## config.mk

```make
export PLATFORM = sky130hd
export DESIGN_NAME = restador_serial_ctrl_flat
export DESIGN_NICKNAME = d
export VERILOG_FILES = /design/src/rtl/restador_serial_ctrl_if.sv /design/src/rtl/restador_serial_ctrl.sv /design/src/flat_wrapper.sv
export SDC_FILE = /design/constraint.sdc
export NUM_CORES = 1
export LEC_CHECK = 0
export ABC_AREA = 1
export BUFFER_PORTS_ARGS = -buffer_cell sky130_fd_sc_hd__buf_4
export CAP_MARGIN = 20
export CORE_MARGIN = 1.5
export CORE_UTILIZATION = 40
export DETAILED_ROUTE_END_ITERATION = 16
export SLEW_MARGIN = 20
export SYNTH_ARGS = -nofsm -noshare
export SYNTH_HDL_FRONTEND = slang
export SYNTH_SLANG_ARGS = --single-unit
```

## constraint.sdc

```tcl
create_clock -name clk -period 1.7 [get_ports clk]
set_input_delay 0.17 -clock clk [delete_from_list [all_inputs] [get_ports clk]]
set_output_delay 0.17 -clock clk [all_outputs]
set_load 0.05 [all_outputs]
```

## src/rtl/restador_serial_ctrl_if.sv

```systemverilog
// restador_serial_ctrl_if: start/done handshake bus; carries ovf only when RESTADOR_OVF_EN is defined
interface restador_serial_ctrl_if #(parameter int WIDTH = 8);
    logic             start;
    logic [WIDTH-1:0] a;
    logic [WIDTH-1:0] b;
    logic             bin;
    logic             busy;
    logic             done;
    logic [WIDTH-1:0] result;
    logic             bout;
`ifdef RESTADOR_OVF_EN
    logic             ovf;
`endif
    modport master (
        output start, a, b, bin,
`ifdef RESTADOR_OVF_EN
        input  ovf,
`endif
        input  busy, done, result, bout
    );
    modport slave (
        input  start, a, b, bin,
`ifdef RESTADOR_OVF_EN
        output ovf,
`endif
        output busy, done, result, bout
    );
endinterface

```

## src/rtl/restador_serial_ctrl.sv

```systemverilog
// restador_serial_ctrl: bit-serial a-b-bin, LSB first, one restador1bit cell; RESTADOR_OVF_EN adds signed overflow
module restador1bit (
    output logic restaOut,
    output logic c_out,
    input  logic A,
    input  logic B,
    input  logic c_in
);
    assign restaOut = A ^ B ^ c_in;
    assign c_out    = (~A & B) | (~(A ^ B) & c_in);
endmodule

module restador_serial_ctrl #(
    parameter int WIDTH = 8
) (
    input  logic                         clk,
    input  logic                         rst_n,
    restador_serial_ctrl_if.slave        bus
);
    localparam int CW = $clog2(WIDTH);
    typedef enum logic [1:0] {IDLE, RUN, DONE} state_t;
    state_t           state, state_d;
    logic [WIDTH-1:0] a_sr, b_sr, result_q, r_nx;
    logic [WIDTH-2:0] r_sr;
    logic [CW-1:0]    cnt;
    logic             brw, d, c_out, last, accept, bout_q;
    restador1bit u_cell (
        .restaOut (d),
        .c_out    (c_out),
        .A        (a_sr[0]),
        .B        (b_sr[0]),
        .c_in     (brw)
    );
    assign last   = cnt == CW'(WIDTH - 1);
    assign accept = bus.start && state != RUN;
    // r_sr keeps the bits gathered so far; r_nx is the full word including the current bit
    assign r_nx   = {d, r_sr};
    always_comb begin
        state_d = state;
        state_d = state == RUN ? (last ? DONE : RUN) : (bus.start ? RUN : IDLE);
    end
    always_ff @(posedge clk or negedge rst_n) begin
        if (!rst_n) state <= IDLE;
        else        state <= state_d;
    end
    always_ff @(posedge clk or negedge rst_n) begin
        if (!rst_n) begin
            a_sr     <= '0;
            b_sr     <= '0;
            r_sr     <= '0;
            brw      <= 1'b0;
            cnt      <= '0;
            result_q <= '0;
            bout_q   <= 1'b0;
        end else if (accept) begin
            a_sr <= bus.a;
            b_sr <= bus.b;
            brw  <= bus.bin;
            cnt  <= '0;
        end else if (state == RUN) begin
            a_sr <= a_sr >> 1;
            b_sr <= b_sr >> 1;
            r_sr <= r_nx[WIDTH-1:1];
            brw  <= c_out;
            cnt  <= last ? '0 : cnt + 1'b1;
            if (last) begin
                result_q <= r_nx;
                bout_q   <= c_out;
            end
        end
    end
`ifdef RESTADOR_OVF_EN
    logic am, bm, ovf_q;
    always_ff @(posedge clk or negedge rst_n) begin
        if (!rst_n) begin
            am    <= 1'b0;
            bm    <= 1'b0;
            ovf_q <= 1'b0;
        end else if (accept) begin
            am <= bus.a[WIDTH-1];
            bm <= bus.b[WIDTH-1];
        end else if (state == RUN && last) begin
            ovf_q <= (am != bm) && (d != am);
        end
    end
    assign bus.ovf = ovf_q;
`endif
    assign bus.busy   = state == RUN;
    assign bus.done   = state == DONE;
    assign bus.result = result_q;
    assign bus.bout   = bout_q;
endmodule

```

## src/flat_wrapper.sv

```systemverilog
// flat-port wrapper written by rule: the top's interface ports become plain ports
module restador_serial_ctrl_flat 
#(
    parameter int WIDTH = 8
)
  (clk, rst_n, bus_start, bus_a, bus_b, bus_bin, bus_busy, bus_done, bus_result, bus_bout);
  restador_serial_ctrl_if #(.WIDTH(WIDTH)) bus_i ();
  input  logic clk;
  input  logic rst_n;
  input wire logic [$bits(bus_i.start)-1:0] bus_start;
  input wire logic [$bits(bus_i.a)-1:0] bus_a;
  input wire logic [$bits(bus_i.b)-1:0] bus_b;
  input wire logic [$bits(bus_i.bin)-1:0] bus_bin;
  output wire logic [$bits(bus_i.busy)-1:0] bus_busy;
  output wire logic [$bits(bus_i.done)-1:0] bus_done;
  output wire logic [$bits(bus_i.result)-1:0] bus_result;
  output wire logic [$bits(bus_i.bout)-1:0] bus_bout;
  assign bus_i.start = bus_start;
  assign bus_i.a = bus_a;
  assign bus_i.b = bus_b;
  assign bus_i.bin = bus_bin;
  assign bus_busy = bus_i.busy;
  assign bus_done = bus_i.done;
  assign bus_result = bus_i.result;
  assign bus_bout = bus_i.bout;
  restador_serial_ctrl #(.WIDTH(WIDTH)) u_core (.clk(clk), .rst_n(rst_n), .bus(bus_i));
endmodule
```

==> results of run 1 <==
[cells in the mapped netlist]
library cell  number
dfrtp_1           38
nand2_4            1
buf_2              8
fa_1               1
inv_1              9
nor2_2             1
nand3_2            2
buf_6              2
inv_2              2
nand4_1            1
ha_1               2
nor2_4             1
nand3_1           50
buf_4              1
nand2_1           58
nand2_2            1
o21ai_0            6
a21oi_1            1
nor2_1             1
[sequential cells by signal, indices dropped and copies added, names as in the netlist]
name               flops
u_core.a_sr            8
u_core.b_sr            8
u_core.brw             1
u_core.bus.bout        1
u_core.bus.result      8
u_core.cnt             3
u_core.r_sr            7
u_core.state           2
[metal layers]
metal,GRT usage (%),wire length [um],share of wire [%]
met5,0,0,0
met4,6.89,64,1.9
met3,5.00,135,4.0
met2,30.1,1670,49
met1,20.6,1510,45
[critical path, stage by stage, from the launching register on]
cell     delay, ns
dfrtp_1       0.45
inv_2         0.07
nor2_4        0.30
buf_4         0.27
[cell usage in the layout, fill, tap and decap left out, types with 2 or more instances in the layout]
cell type,count
buf_4,33
clkbuf_8,5
clkinv_2,2
dfrtp_1,38
ha_1,2
inv_1,9
inv_2,2
nand2_1,58
nand3_1,50
nand3_2,2
o21ai_0,6
[power groups by stage]
stage | Sequential, uW | Clock, uW | Combinational (uW)
floorplan | 1800 | 0 | 1080
global placement | 1510 | 0 | 1750
detailed placement | 1520 | 0 | 1810
CTS | 1510 | 768 | 1810
global route | 1560 | 802 | 2000
finish | 1510 | 745 | 1780
[kinds of logic after synthesis]
kind of cell / after synthesis / synth area share [%]
flops: 38 / 56.8
fa+ha+maj: 3 / 2.69
buf+inv: 22 / 6.65
compound gates: 7 / 2.09
simple gates: 116 / 31.8
[metrics by stage]
step                      total power, uW  cells  hold slack (ns)  utilization (%)
final                                4030    267            0.109             50.9
after global routing                 4360    267            0.103             50.9
after CTS                            4100    267            0.100             50.9
after detailed placement             3340    258            0.169             47.9
after global placement               3260    258            0.155             47.9
after floorplan                      2890    186           -0.126                -
[area by class of cell]
type	instances	area share [%]
Clock buffer	5	3.38
Sequential cell	38	46.7
Multi-Input combinational cell	126	30.1
Timing Repair Buffer	34	12.7
Tap cell	50	3.08
Clock inverter	3	1.97
Inverter	11	2.03
[path summary, 6_finish.rpt]
path                            slack, ns            start                    to  depth (start not counted)
worst max-delay path                 0.15  u_core.state[0]              bus_busy                          3
worst min-delay path                 0.11         bus_b[5]        u_core.b_sr[5]                          3
worst max register to register       0.33    u_core.cnt[0]       u_core.bus.bout                          6
worst min register to register       0.49   u_core.r_sr[3]  u_core.bus.result[3]                          2
max in group asynchronous            0.98            rst_n        u_core.b_sr[0]                          2
min in group asynchronous            0.37            rst_n       u_core.bus.bout                          2
==> impl_results.md, run 1 <==
* Core Footprint at 0.00400 mm^2
* Setup ws final at 0.147 ns
* Crit path DAT at approximately 1.4 ns
* Register share of total power at 37.4%
* Detailed-route wire length at 3.37 mm
* Final hold viol count at 0
* Initial antenna violation count at 0
* Peak supply drop at 0.000550 V
* Fin crit share at 91.3%
* HP Class: in -> reg
* Layout cell share with drive strength beyond 1 at 22.6%
* Starting DRT DRC Count at about 70
* # Post-CTS Setup Buffers at 0
* Top cells by area, synth: dfrtp_1 (57%), nand3_1 (15%), nand2_1 (13%)
* Reg area at about 950 um^2
* Ys Warns at 0
* Drt first pass iters at 4
* Synth Instances at 186
* P_int at 2290 uW
* Clk pwr share at 18.5%
* Clock root cell: clkbuf_8
* P_sw at 1740 uW
* Final net count at 239
* Initial core utilization at 41.9%
* Switching Fraction at 43.2%
* Crit path max fanout at 14
* Global-route wire length before repair at 5.91 mm
* Total negative slack at 0 ns
* Vias at 1304
* Max-slew violations at 0
* Syn Area/Cell at 9.01 um^2
* Worst-Margin Slew at 0.482 ns
* Area leader, netlist: dfrtp_1
* N_diodes at 0
* RSZ-0062 raised after global routing: false
* Synthesis-to-layout area growth at 21.4%
* Port bufs at 30
* Worst-Skew Late Latency at 0.29 ns
* Clock Pin Slew Worst Setup and Hold Paths at 0.07 ns
* CTS tree: done
* Routed Antenna Nets at 0
* Rel. slew slack at 67.9%
* Die height at 67.7 um
* Status: finished, final reports clean
* Ports at 31
* Skew final at 0.00386 ns
* Gr usage total at between 10% and 20%
* Final min period at between 1.5 and 2 ns
* Required time of the critical path at approximately 1.5 ns
* Avg WL per Cell at 12.6 um
* Fillers at 392
* Seq/Total Area, Yosys at 56.8%
* Crit end category: output port
* Synth Register Bits at 38
* Final Cell Area at 0.00203 mm^2
* Die Area at 0.00459 mm^2
* Placed wire-length estimate at approximately 2.3 mm
* Area share of the largest cell type after synthesis at 56.8%
* Number of buffers created by CTS at 5
* Residual DRC at 0
* P per Cell Area at 1980 mW/mm^2
* Rows at 23
* Placer Congestion at around 0.70
* Largest net degree at the start of global routing at 39
* Yosys cell types at 19
* Worst Path Class, Setup: reg -> out
* Multi-input logic area at 613 um^2
* Leak Pwr at 0.00106 uW
* Vias per inst at 4.88
* Die Span X at just under 70 um
* Placed Area at 0.00192 mm^2
* CTS hold repair buffers at 1
* GRT Residual Overflow at 0
* FMAX at 0.644 GHz
* Number of max-cap violations at 0
* CP startpoint kind: flip-flop
* Sink Count at 38
* Clock buffer depth at 2
* Synth Net Count at between 200 and 250
* Vias in the first global route at approximately 1400
* Post-CTS sizing at 0
* # H-tree levels at 2
* # setup viols final at 0
* Pre-CTS setup slack at 0.324 ns
* Logic gate share of total power at 44.1%
* Post-Synthesis Cell Area at about 0.0017 mm^2
(Power assumes the default switching activity.)
==> run 2, diff against run 1 <==
--- a/config.mk
+++ b/config.mk
@@ -5,12 +5,12 @@
 export SDC_FILE = /design/constraint.sdc
 export NUM_CORES = 1
 export LEC_CHECK = 0
-export ABC_AREA = 1
 export BUFFER_PORTS_ARGS = -buffer_cell sky130_fd_sc_hd__buf_4
 export CAP_MARGIN = 20
 export CORE_MARGIN = 1.5
 export CORE_UTILIZATION = 40
 export DETAILED_ROUTE_END_ITERATION = 16
+export SETUP_SLACK_MARGIN = 0.5
 export SLEW_MARGIN = 20
 export SYNTH_ARGS = -nofsm -noshare
 export SYNTH_HDL_FRONTEND = slang
==> run 2 against run 1 <==
  * Worst setup slack improved by 0.095 ns
  * Via count decreased by 20%
  * Sequential power rose by 6%
  * Hold slack gained 0.022 ns
  * Clock-buffer cell count is 2 higher
  * Synthesized cell count fell by 39%
  * Combinational power grew 68%
  * Area after synthesis up 7.5%
  * Sequential share of layout area decreased by 7.8 points
  * Largest power group unchanged
==> impl_results.md, run 2 <==
* Final net count at 186
* Logic gate share of total power at a little under three fifths
* Routed Antenna Nets at 0
* Clk pwr share at approximately an eighth
* Commonest non-fill, non-tap cell in the layout: dfrtp_1
* Skew final at 0.00490 ns
* Number of max-cap violations at 0
* Multi-input logic area at 846 um^2
* Worst-Margin Slew at 0.488 ns
* Post-Place Cells at between 150 and 200
* EDFF count, synth at 0
* Die height at roughly 70 um
* Final hold viol count at 0
* RSZ-0062 raised after global routing: true
* Detailed-route wire length at about 3.5 mm
* Largest net degree at the start of global routing at 39
* Total negative slack at 0 ns
* N_diodes at 0
* Synth Net Count at 136
* Worst r2r dst: u_core.bus.result[4]
* Syn Area/Cell at around 16 um^2
* GRT Residual Overflow at 0
* Fillers at 351
* # setup viols final at 0
* Leak Pwr at between 0.001 and 0.0015 uW
* Initial core utilization at just over 40%
* Port bufs at 30
* Placed wire-length estimate at about 2.1 mm
* Placer Congestion at about 0.75
* Final min period at around 1.5 ns
* Area leader, netlist: dfrtp_1
* FMAX at 0.686 GHz
* Vias per inst at 4.81
* Slowest stage cell, crit path: dfrtp_1
* Initial antenna violation count at 0
* Crit end category: flip-flop
* Peak supply drop at 0.00131 V
* Global-route wire length before repair at 5.86 mm
* Synthesis-to-layout area growth at 35.8%
* Synth Register Bits at 38
* HP Class: in -> reg
* Most frequent cell after synthesis: dfrtp_1
* # H-tree levels at 2
* Register share of total power at a little under a third
* CTS tree: done
* Seq/Total Area, Yosys at 52.8%
* Hold Path Sink: u_core.b_sr[7]
* Starting DRT DRC Count at 25
* Worst Path Class, Setup: reg -> reg
* Required time of the critical path at approximately 1.9 ns
* P_int at 3400 uW
* Rows at 24
* Worst-Skew Late Latency at around 0.28 ns
* Ys Warns at 0
* Synth Instances at 113
* Main synth FF type: dfrtp_1
* P per Cell Area at 2140 mW/mm^2
* Clock Pin Slew Worst Setup and Hold Paths at 0.07 ns
* CP startpoint kind: flip-flop
* Rel. slew slack at about two thirds
* Crit path DAT at between 1.5 and 2 ns
* Ports at 31
* P_sw at 1820 uW
* Worst Reg-to-Reg Cells at 5
* Vias in the first global route at 1151
* Die Span X at approximately 70 um
* CP cell instances: ha_2, ha_4, nand3b_1, buf_12, mux2_4
* Sink Count at 38
* Crit-path max cell delay at roughly 0.4 ns
* Number of buffers created by CTS at 5
* Clock buffer depth at 2
* Avg WL per Cell at 16.1 um
* Core Footprint at roughly 0.0044 mm^2
* Commonest cells after routing, fill and taps aside: dfrtp_1 (37), buf_4 (35), mux2_4 (33)
* Top cells by area, synth: dfrtp_1 (53%), mux2_4 (18%), mux2_2 (10%)
* Post-synth top cells: dfrtp_1 (38), mux2_4 (21), mux2_2 (16), mux2_1 (8), mux2i_1 (6)
* Drt first pass iters at 3
* Post-Synthesis Cell Area at between 0.0015 and 0.002 mm^2
* Area share of the largest cell type after synthesis at 52.8%
* Crit path max fanout at 10
* Yosys cell types at 18
* Reg-to-reg startpoint: u_core.cnt[1]
* Status: finished, final reports clean
* Fin crit share at a little under nine tenths
* Switching Fraction at 34.8%
* Reg2reg setup slack at 0.24 ns
* Die Area at 0.00491 mm^2
* Clock root cell: clkbuf_8
* Residual DRC at 0
* Max-slew violations at 0
* Gr usage total at roughly 16%
* Reg area at 952 um^2
* Min-delay src: bus_b[7]
* Layout cell share with drive strength beyond 1 at between 60% and 70%
* Vias at around 1000
* Ys async rst share at 100%
* Layout Cells excl Fill at 216
* WHS Path Cells at 3
[run 2: cell count changes after synthesis, moves of 4 or more]
| cell | change |
|---|---|
| inv_1 | -4 |
| buf_2 | -7 |
| nand3_1 | -50 |
| mux2i_1 | +6 |
| o21ai_0 | -6 |
| mux2_2 | +16 |
| mux2_1 | +8 |
| mux2_4 | +21 |
| nand2_1 | -58 |
[run 2: timing repair]
| action | in CTS | in global routing |
|---|---|---|
| buffers inserted | 8 | 6 |
| pin swaps | 3 | 2 |
| hold buffers | 1 | 0 |
| hold endpoints to repair | 38 | 0 |
| gates cloned | 1 | 0 |
| setup endpoints to repair | 33 | 37 |
| gates resized for setup | 12 | 12 |
[run 2: power by group through the flow]
stage | clock (uW) | combinational [uW] | sequential (uW)
finish | 637 | 2990 | 1600
global route | 699 | 3160 | 1650
CTS | 657 | 2730 | 1590
detailed placement | 0 | 2330 | 1600
global placement | 0 | 2270 | 1590
floorplan | 0 | 1580 | 1900
[run 2: worst max-delay path by stage]
| stage | slack, ns | endpoint | start | depth (start not counted) |
|---|---|---|---|---|
| floorplan | 0.33 | u_core.bus.result[0] | u_core.cnt[0] | 5 |
| global placement | 0.29 | u_core.bus.result[0] | u_core.cnt[0] | 5 |
| detailed placement | 0.26 | u_core.bus.result[4] | u_core.cnt[0] | 5 |
| CTS | 0.25 | u_core.bus.result[4] | u_core.cnt[1] | 5 |
| global route | 0.19 | u_core.bus.result[4] | u_core.cnt[1] | 5 |
| finish | 0.24 | u_core.bus.result[4] | u_core.cnt[1] | 5 |
[run 2: per-layer routing]
| layer | up-vias | track usage (%) | part of all wire [%] |
|---|---|---|---|
| met4 | 0 | 5.13 | 0.95 |
| met5 | - | 0 | 0 |
| li1 | 489 | - | - |
| met2 | 23 | 25.2 | 47 |
| met3 | 4 | 5.63 | 3.8 |
| met1 | 523 | 20.1 | 48 |
[run 2: stage by stage]
step	power [uW]	hold slack (ns)	utilization (%)	worst slack [ns]	area (um^2)
2_1_floorplan	3480	-0.126	-	0.326	1860
3_3_place_gp	3850	0.159	48.6	0.292	2120
3_5_place_dp	3940	0.168	48.6	0.258	2120
5_1_grt	5520	0.151	56.1	0.191	2440
4_1_cts	4980	0.121	54.1	0.252	2350
6_report	5230	0.131	56.1	0.242	2440
[run 2: critical path: cells and delay by family (launching register included)]
kind	cells	cell delay, ns
fa+ha+maj	2	0.35
buf+inv	1	0.16
flops	1	0.40
mux	1	0.30
simple gates	1	0.12
[run 2: logic make-up after synthesis]
kind of cell | Yosys count | synth area share [%]
buffers and inverters | 12 | 5.63
AO/OA/AOI/OAI | 1 | 0.487
AND/OR/NAND/NOR | 8 | 2.71
flip-flops | 38 | 52.8
multiplexers | 51 | 35.9
adder cells (fa/ha/maj) | 3 | 2.50
[run 2: final cells by class]
| type | instances | area share [%] |
|---|---|---|
| flip-flops and latches | 38 | 38.9 |
| well taps | 52 | 2.66 |
| clock inverters | 1 | 0.205 |
| repair buffers | 49 | 18.8 |
| multi-input cells | 63 | 34.6 |
| clock buffers | 7 | 3.53 |
| inverters | 6 | 1.23 |
==> run 3, diff against run 2 <==
--- a/config.mk
+++ b/config.mk
@@ -8,8 +8,9 @@
 export BUFFER_PORTS_ARGS = -buffer_cell sky130_fd_sc_hd__buf_4
 export CAP_MARGIN = 20
 export CORE_MARGIN = 1.5
-export CORE_UTILIZATION = 40
+export CORE_UTILIZATION = 45
 export DETAILED_ROUTE_END_ITERATION = 16
+export PLACE_DENSITY = 0.66
 export SETUP_SLACK_MARGIN = 0.5
 export SLEW_MARGIN = 20
 export SYNTH_ARGS = -nofsm -noshare
==> run 3 against run 2 <==
  * Final cell count fell by 2.3%
  * Hold slack worse by 0.0077 ns
  * Clock-buffer cell count shrank 2
  * Critical endpoint is now u_core.bus.result[2]
==> impl_results.md, run 3 (synthesis results as in run 2) <==
* Status: finished, final reports clean
* Final Cell Area at 0.00243 mm^2
* Final min period at 1.43 ns
* Worst Path Buf+Inv at 1
* Largest net degree at the start of global routing at 39
* Initial core utilization at roughly 48%
* Worst Path Class, Setup: reg -> reg
* Crit end category: flip-flop
* Number of max-cap violations at 0
* Avg WL per Cell at 15.7 um
* Crit-path max cell delay at 0.38 ns
* Sink Count at 38
* Beginning of the critical path: u_core.cnt[1]
* GR Util met3 at around 6.6%
* CP startpoint kind: flip-flop
* Clock root cell: clkbuf_8
* CP endpoint: u_core.bus.result[2]
* Number of buffers created by CTS at 5
* Total negative slack at 0 ns
* Synthesis-to-layout area growth at 35.0%
* Vias per inst at 4.93
* Die height at 66.3 um
* GRT Residual Overflow at 0
* P per Cell Area at 2160 mW/mm^2
* Placed Area at roughly 0.0021 mm^2
* Rows at 22
* Required time of the critical path at 1.88 ns
* Crit path max fanout at 10
* FMAX at 0.697 GHz
* Total power at 5240 uW
* Die Span X at 66.3 um
* N_diodes at 0
* GR Layer Usage met1 at a little over a fifth
* Commonest cells after routing, fill and taps aside: dfrtp_1 (37), buf_4 (36), mux2_4 (34)
* Rel. slew slack at 67.8%
* Global-route wire length before repair at about 5.6 mm
* Port bufs at 30
* GR peak layer: met2
* Gr usage total at 17.6%
* Die Area at 0.00439 mm^2
* Layout cell share with drive strength beyond 1 at 62.0%
* CTS tree: done
* # H-tree levels at 2
* CP cell instances: ha_2, ha_4, nand3b_1, buf_12, mux2_4
* Drt first pass iters at 4
* Initial antenna violation count at 0
* Final net count at 185
* Leak Pwr at 0.00121 uW
* Clock buffer depth at 2
* HP Class: in -> reg
* Routing usage on met2 at between 20 and 30%
* Placed wire-length estimate at 2.03 mm
* Worst-Margin Slew at 0.483 ns
* Residual DRC at 0
* Core Footprint at 0.00374 mm^2
* Layout Cells excl Fill at 211
* Clock Pin Slew Worst Setup and Hold Paths at roughly 0.07 ns
* Worst r2r dst: u_core.bus.result[2]
* RSZ-0062 raised after global routing: true
* Routed Antenna Nets at 0
* Post-Place Cells at 189
* Reg-to-reg startpoint: u_core.cnt[1]
* Placer Congestion at 0.716
* Crit path DAT at 1.61 ns
* Stages on the worst setup path at 5
* Fillers at 306
* Commonest non-fill, non-tap cell in the layout: dfrtp_1
* Max-slew violations at 0
* Starting DRT DRC Count at 39
* Worst-Skew Late Latency at 0.29 ns
* Reg2reg setup slack at ~0.27 ns
* Skew final at 0.00811 ns
* Final hold viol count at 0
* Fin crit share at 84.4%
* Vias at approximately 1000
* Worst Reg-to-Reg Cells at 5
* Detailed-route wire length at 3.31 mm
* Multi-input logic area at 833 um^2
* Family with the most delay on the worst path: flip-flops
* Reg area at 952 um^2
* Slowest stage cell, crit path: dfrtp_1
* Peak supply drop at 0.00104 V
* Ports at 31
* # setup viols final at 0
* Vias in the first global route at about 1100
==> run 3: cell types whose count changed in the layout (fill, tap and decap cells not counted), sizes merged <==
cell,before,now
clkinv,1,2
clkbuf,7,6
buf,48,46
bufinv,0,1
==> run 3: worst min-delay path by stage <==
stage | from | end | slack [ns] | cells past startpoint
detailed placement | rst_n | u_core.a_sr[4] | 0.16 | 1
global route | bus_a[7] | u_core.a_sr[7] | 0.14 | 3
finish | bus_a[7] | u_core.a_sr[7] | 0.12 | 3
CTS | bus_a[7] | u_core.a_sr[7] | 0.12 | 3
floorplan | rst_n | u_core.a_sr[0] | -0.13 | 0
global placement | rst_n | u_core.a_sr[4] | 0.16 | 1
==> run 3: stage by stage <==
stage / setup WS (ns) / hold WS [ns] / util [%]
after floorplan: 0.326 / -0.126 / -
after global placement: 0.294 / 0.158 / 56.3
after detailed placement: 0.259 / 0.163 / 56.3
after CTS: 0.258 / 0.118 / 63.1
after global routing: 0.227 / 0.139 / 64.9
final: 0.265 / 0.123 / 64.9
==> run 3: where the power goes <==
| group | switching (uW) | total (uW) | internal [uW] |
|---|---|---|---|
| combinational | 1200 | 2890 | 1690 |
| sequential | 273 | 1600 | 1330 |
| clock | 314 | 745 | 432 |
==> run 3: tightest hold or removal path: stages <==
cell and delay [ns]:
buf_4 0.07, mux2i_1 0.05, nor2_1 0.08
==> run 3: timing repair <==
item,CTS,global route
pin swaps,1,0
setup endpoints to repair,34,33
endpoints found under the hold margin,38,0
setup buffers,9,3
cloned,0,1
resized for setup,18,6
hold buffers,1,0
==> run 3: cell type report <==
cell class              count  share of cell area (%)
flip-flops and latches     38                    39.2
multi-input cells          63                    34.3
repair buffers             48                    18.4
clock buffers               5                    2.83
well taps                  48                    2.47
clock inverters             3                    1.65
inverters                   6                    1.24
==> run 3: routing by layer <==
metal | vias up | share of wire, %
met5 | - | 0
met4 | 0 | 0.82
met3 | 4 | 5.0
met2 | 21 | 50
met1 | 527 | 44
li1 | 489 | -
